## config.mk

```make
export PLATFORM = sky130hd
export DESIGN_NAME = mips_dmem_mmio
export DESIGN_NICKNAME = d
export VERILOG_FILES = /design/src/rtl/mips_dmem_mmio.sv
export SDC_FILE = /design/constraint.sdc
export NUM_CORES = 2
export LEC_CHECK = 0
export BUFFER_PORTS_ARGS = -buffer_cell sky130_fd_sc_hd__buf_2
export CAP_MARGIN = 10
export CORE_UTILIZATION = 61
export DETAILED_ROUTE_END_ITERATION = 16
export PLACE_DENSITY = 0.77
export REMOVE_ABC_BUFFERS = 1
export SLEW_MARGIN = 20
export SYNTH_ARGS = -nofsm -noshare
export SYNTH_HDL_FRONTEND = slang
export SYNTH_SLANG_ARGS = --single-unit
```

## constraint.sdc

```tcl
create_clock -name clk -period 4.05 [get_ports clk]
set_input_delay 0.405 -clock clk [delete_from_list [all_inputs] [get_ports clk]]
set_output_delay 0.405 -clock clk [all_outputs]
set_load 0.02 [all_outputs]
```

## src/rtl/mips_dmem_mmio.sv

```systemverilog
// Data memory for the single-cycle core: word RAM below 0x8000_0000, MMIO window above.
// Latency: loads are combinational (zero wait), stores and FIFO pushes/pops commit on the rising edge.
// Backpressure: output FIFO drains on out_valid && out_ready; pushes into a full, non-draining FIFO drop and set a sticky overflow.
module mips_dmem_mmio #(
    parameter int DATA_MEM_WIDTH = 32,
    parameter int MEM_DEPTH      = 64,
    parameter int FIFO_DEPTH     = 4
) (
    input  logic                      clk,
    input  logic                      rst_n,
    input  logic                      memwrite,
    input  logic [DATA_MEM_WIDTH-1:0] memaddr,
    input  logic [DATA_MEM_WIDTH-1:0] writedata,
    output logic [DATA_MEM_WIDTH-1:0] readdata,
    output logic [DATA_MEM_WIDTH-1:0] out_data,
    output logic                      out_valid,
    input  logic                      out_ready
);

    localparam int AW = $clog2(MEM_DEPTH);
    localparam int PW = $clog2(FIFO_DEPTH);
    localparam int CW = PW + 1;
    localparam logic [CW-1:0] FULL_CNT = CW'(FIFO_DEPTH);
    localparam logic [PW-1:0] LAST_PTR = PW'(FIFO_DEPTH - 1);

    localparam logic [1:0] OFF_TXDATA = 2'd0;
    localparam logic [1:0] OFF_STATUS = 2'd1;
    localparam logic [1:0] OFF_CYCLE  = 2'd2;

    logic [DATA_MEM_WIDTH-1:0] r_ram [MEM_DEPTH];
    logic [DATA_MEM_WIDTH-1:0] r_buf [FIFO_DEPTH];
    logic [PW-1:0]             r_rd_ptr;
    logic [PW-1:0]             r_wr_ptr;
    logic [CW-1:0]             r_count;
    logic                      r_overflow;
    logic [DATA_MEM_WIDTH-1:0] r_cycle;

    logic                      w_is_mmio;
    logic [1:0]                w_off;
    logic [AW-1:0]             w_ram_idx;
    logic                      w_ram_we;
    logic                      w_full;
    logic                      w_pop;
    logic                      w_push_req;
    logic                      w_push;
    logic                      w_status_we;
    logic                      w_cycle_we;
    logic [31:0]               w_cnt_ext;
    logic [2:0]                w_cnt_disp;
    logic [DATA_MEM_WIDTH-1:0] w_status;
    logic                      w_unused_addr;

    // Address decode: bit 31 selects region, [1:0] ignored, RAM aliases modulo MEM_DEPTH.
    assign w_is_mmio   = memaddr[DATA_MEM_WIDTH-1];
    assign w_off       = memaddr[3:2];
    assign w_ram_idx   = memaddr[AW+1:2];
    assign w_unused_addr = ^{memaddr[DATA_MEM_WIDTH-2:AW+2], memaddr[1:0]};

    assign w_ram_we    = memwrite && !w_is_mmio;
    assign w_push_req  = memwrite && w_is_mmio && (w_off == OFF_TXDATA);
    assign w_status_we = memwrite && w_is_mmio && (w_off == OFF_STATUS);
    assign w_cycle_we  = memwrite && w_is_mmio && (w_off == OFF_CYCLE);

    // FIFO handshake: pop only depends on registered state and out_ready, never feeds readdata.
    assign out_valid = (r_count != '0);
    assign w_full    = (r_count == FULL_CNT);
    assign w_pop     = out_valid && out_ready;
    // A pop in the same cycle frees the slot, so a full FIFO can still accept.
    assign w_push    = w_push_req && (!w_full || w_pop);
    assign out_data  = out_valid ? r_buf[r_rd_ptr] : '0;

    // STATUS count field is only 3 bits wide, so clamp deeper FIFOs at 7.
    assign w_cnt_ext  = 32'(r_count);
    assign w_cnt_disp = (w_cnt_ext > 32'd7) ? 3'd7 : w_cnt_ext[2:0];
    assign w_status   = {{(DATA_MEM_WIDTH-5){1'b0}}, w_cnt_disp, r_overflow, w_full};

    // RAM: cleared on reset, one word written per store.
    always_ff @(posedge clk or negedge rst_n) begin
        if (!rst_n) begin
            for (int i = 0; i < MEM_DEPTH; i++) begin
                r_ram[i] <= '0;
            end
        end else if (w_ram_we) begin
            r_ram[w_ram_idx] <= writedata;
        end
    end

    // FIFO storage: contents need no reset because out_data is masked while empty.
    always_ff @(posedge clk) begin
        if (w_push) begin
            r_buf[r_wr_ptr] <= writedata;
        end
    end

    // FIFO pointers and occupancy; simultaneous push and pop leaves the count unchanged.
    always_ff @(posedge clk or negedge rst_n) begin
        if (!rst_n) begin
            r_rd_ptr <= '0;
            r_wr_ptr <= '0;
            r_count  <= '0;
        end else begin
            if (w_push) begin
                r_wr_ptr <= (r_wr_ptr == LAST_PTR) ? '0 : r_wr_ptr + 1'b1;
            end
            if (w_pop) begin
                r_rd_ptr <= (r_rd_ptr == LAST_PTR) ? '0 : r_rd_ptr + 1'b1;
            end
            if (w_push && !w_pop) begin
                r_count <= r_count + 1'b1;
            end else if (!w_push && w_pop) begin
                r_count <= r_count - 1'b1;
            end
        end
    end

    // Sticky overflow: set by a dropped push, cleared by writing STATUS with bit 2 set.
    always_ff @(posedge clk or negedge rst_n) begin
        if (!rst_n) begin
            r_overflow <= 1'b0;
        end else if (w_push_req && !w_push) begin
            r_overflow <= 1'b1;
        end else if (w_status_we && writedata[2]) begin
            r_overflow <= 1'b0;
        end
    end

    // Free-running cycle counter. A written value counts as the value of the write
    // cycle itself, so the register steps past it and the next cycle reads value+1.
    always_ff @(posedge clk or negedge rst_n) begin
        if (!rst_n) begin
            r_cycle <= '0;
        end else if (w_cycle_we) begin
            r_cycle <= writedata + 1'b1;
        end else begin
            r_cycle <= r_cycle + 1'b1;
        end
    end

    // Load mux: purely from the address and registered state.
    always_comb begin
        readdata = '0;
        if (!w_is_mmio) begin
            readdata = r_ram[w_ram_idx];
        end else begin
            case (w_off)
                OFF_STATUS: readdata = w_status;
                OFF_CYCLE:  readdata = r_cycle;
                default:    readdata = '0;
            endcase
        end
    end

endmodule

```

==> flow_summary.yaml <==
timing:
  period_share_pct: 99.4
  fmax_ghz: 0.248
  maxSlewHeadroom_pct: 28.7
  period_minus_slack_ns: 4.02
  setup_viol: 0
  drv_slew: 0
  finalHoldViolations: 0
  worst_slew_pin_slew_ns: 1.04
  whs_ns: 0.0536
  rsz0062_at_grt: "no"
  clock_skew_ns: 0.0143
clocking:
  clock-root-buffer: "clkbuf_16"
  h-tree-depth: 4
  clkTransAtPathRegs_ns: 0.06
  cts.sinks: 2216
  cts_buffers: 219
  clockBufferDepth: 3
  cts_tree: "built"
  clock_latency_ns: 0.87
drt:
  ant_nets: 0
  routed-via-count: 60000
  routed_via_density: 6.71
  drtIter0Drc: 6210
  dr.pass1.iters: 8
  wl_um: 280000
  drc: 0
  routedWlPerCell_um: 31.4
power_and_ir_drop:
  power.internal_w: 0.0394
  leakagePower_nw: 53.0
  p_switching_w: 0.0134
  p_seq_share_pct: 47.9
  comb_power_share_pct: 12.4
  ir_worst_vdd_mv: 0.456
  powerDensity_mw_per_mm2: 469
  clock_power_share_pct: 39.8
  sw_frac_of_total_pct: 25.3
synthesis:
  synth_largest_area_cell: "dfrtp_1"
  synth.avg_cell_area_um2: 15.4
  netlist.area_leader.share_pct: 52.0
  synth_async_sr_flop_share_pct: 94.2
  synth_area_leaders: "dfrtp_1, mux2_2, mux4_2"
  synth_ff_type: "dfrtp_1"
  ys_warn_count: 0
  yosysUniqueCellTypes: 60
  synth_cells: 6509
  ys_seq_area_share_pct: 55.8
  synthesis.area_mm2: 0.100
  synth_edf_count: 128
  synth_seq_cells: 2216
status:
  status: "finished, final reports clean"
final_layout:
  fin_nets: 6642
  syn_to_final_growth_pct: 12.1
  final_common_cell: "dfrtp_1"
  most-common-layout-cells: "dfrtp_1, mux2_2, mux4_2"
  instances_no_fill: 8934
  fin_area_mm2: 0.113
  drive_gt1_share_pct: 49.7
floorplan:
  initial_utilization_pct: 61.6
  dieWidth_um: 408
  boundaryPins: 133
  row_count: 148
  fp.dieArea_mm2: 0.166
  die_y_um: 408
  core-area_mm2: 0.163
worst_setup_path:
  critPathLaunch: "memaddr[3]"
  cp-end-kind: "output pin"
  rrSetupSlack_ns: 1.56
  cp.required_ns: 3.64
  rr_worst_depth: 9
  crit_type: "input port to output pin"
  endpoint: "readdata[31]"
  cp_max_fo: 28
  cp-start-kind: "input port"
  cp_num_buf_inv: 2
  path_delay_family: "simple AND/OR/NAND/NOR gates"
  cp_cell_sequence: "buf_6, nor2b_4, a22oi_1, nand3_1, nand3_1, nor4_1, a21oi_1, buf_2"
  crit_cells: 8
  crit_slowest_cell: "nor2b_4"
  r2r-start: "r_count[0]$_DFFE_PN0P_"
  max_stage_delay_ns: 0.77
  worst_ep_arrival_time_ns: 3.62
  r2r-end: "r_count[2]$_DFFE_PN0P_"
  worst_path_most_repeated_cell: "nand3_1"
job:
  max_cap_violations: 0
global_route:
  grt_pass1_vias: 63200
  overflow: 0
  track_usage_pct: 34.2
  grt_max_degree: 150
  antenna_found_initial: 15
  grt_pass1_wl_um: 420000
place:
  place.gp.congestion: 0.913
  io_buffers: 107
  place_inst: 8510
  place_hpwl_um: 173000
  place_area_mm2: 0.105
hold_path:
  holdCritStartpoint: "writedata[1]"
  hp-class: "input port to flop"
==> cells in the mapped netlist (42+ instances only) <==
master / count
a21oi_1: 48
a221oi_1: 57
a22oi_1: 56
and2_1: 46
buf_1: 100
buf_2: 169
clkbuf_1: 328
dfrtp_1: 2088
edfxtp_1: 128
mux2_1: 75
mux2_2: 1986
mux2i_1: 329
mux4_2: 446
nand2_1: 165
nand3_1: 42
nor2_1: 71
o22ai_1: 69
==> layer usage <==
layer	vias to the layer above	wire (um)	share of wire (%)	GRT usage (%)
met1	32700	115000	41	47.7
li1	24300	-	-	-
met5	-	71	0.025	0
met3	600	22400	8.0	7.67
met4	12	12200	4.4	13.9
met2	2338	131000	47	52.6
==> worst min path at each step <==
stage,to,slack [ns],depth (start not counted)
after global routing,r_cycle[1]$_DFF_PN0_,0.07,3
after global placement,r_ram[369]$_DFFE_PN0P_,0.44,1
after floorplan,r_count[0]$_DFFE_PN0P_,0.11,0
after detailed placement,r_ram[369]$_DFFE_PN0P_,0.44,1
final,r_cycle[1]$_DFF_PN0_,0.05,3
after CTS,r_cycle[1]$_DFF_PN0_,0.02,3
==> metrics by stage <==
stage                     total power (W)  worst slack (ns)  utilization [%]  TNS (ns)
after global placement             0.0318            0.0236             64.4         0
after CTS                          0.0530            0.0607             69.0         0
after detailed placement           0.0321             0.160             64.4         0
final                              0.0528            0.0254             69.1         0
after global routing               0.0545            0.0352             69.0         0
after floorplan                    0.0292             -1.67                -   -677.73
==> state kept, by name (all words and copies together), names as in the netlist <==
| signal | count |
|---|---|
| r_ram | 2048 |
| r_buf | 128 |
| r_cycle | 32 |
| r_count | 3 |
| r_rd_ptr | 2 |
| r_wr_ptr | 2 |
| r_overflow | 1 |
==> what timing repair did <==
action                    CTS  global route
hold endpoints to repair  119             4
gates resized for setup     0             0
hold buffers                5             1
buffers inserted            0             0
==> kinds of logic (layout without fill, tap and decap cells) <==
kind of cell / after synthesis / after routing / synth area share, %
muxes: 2836 / 2836 / 36.4
AOI/OAI and AO/OA: 354 / 354 / 2.57
xor gates and xnor gates: 39 / 39 / 0.340
other: 0 / 5 / 0
adders and majority gates: 11 / 11 / 0.144
DFF: 2216 / 2216 / 55.8
and+or+nand+nor: 402 / 402 / 1.94
buffers and inverters: 651 / 896 / 2.82
==> power groups by stage <==
stage          Sequential, W  Combinational, W  Clock (W)
3_5_place_dp          0.0256           0.00651          0
4_1_cts               0.0252           0.00656     0.0212
3_3_place_gp          0.0255           0.00631          0
5_1_grt               0.0255           0.00699     0.0221
6_report              0.0253           0.00654     0.0210
2_1_floorplan         0.0253           0.00387          0
==> worst reg2reg max path: stages (launching register included) <==
cell and delay, ns:
dfrtp_1 0.49, nor2_1 0.11, nand3b_1 0.10, nor2b_1 0.51
ha_1 0.30, inv_1 0.07, fa_1 0.38, xor2_1 0.17
nor2_1 0.12, xor2_1 0.16
==> layout make-up <==
class | instances | area (um^2)
tap | 2175 | 2720
antenna | 5 | 12.5
multi-input combinational | 3642 | 41900
clock buffer | 325 | 6500
fill | 10700 | 50500
clock inverter | 87 | 1020
sequential | 2216 | 56100
timing repair buffer | 474 | 4390
inverter | 10 | 45.0
No activity file was read; power rests on OpenSTA's default activity.
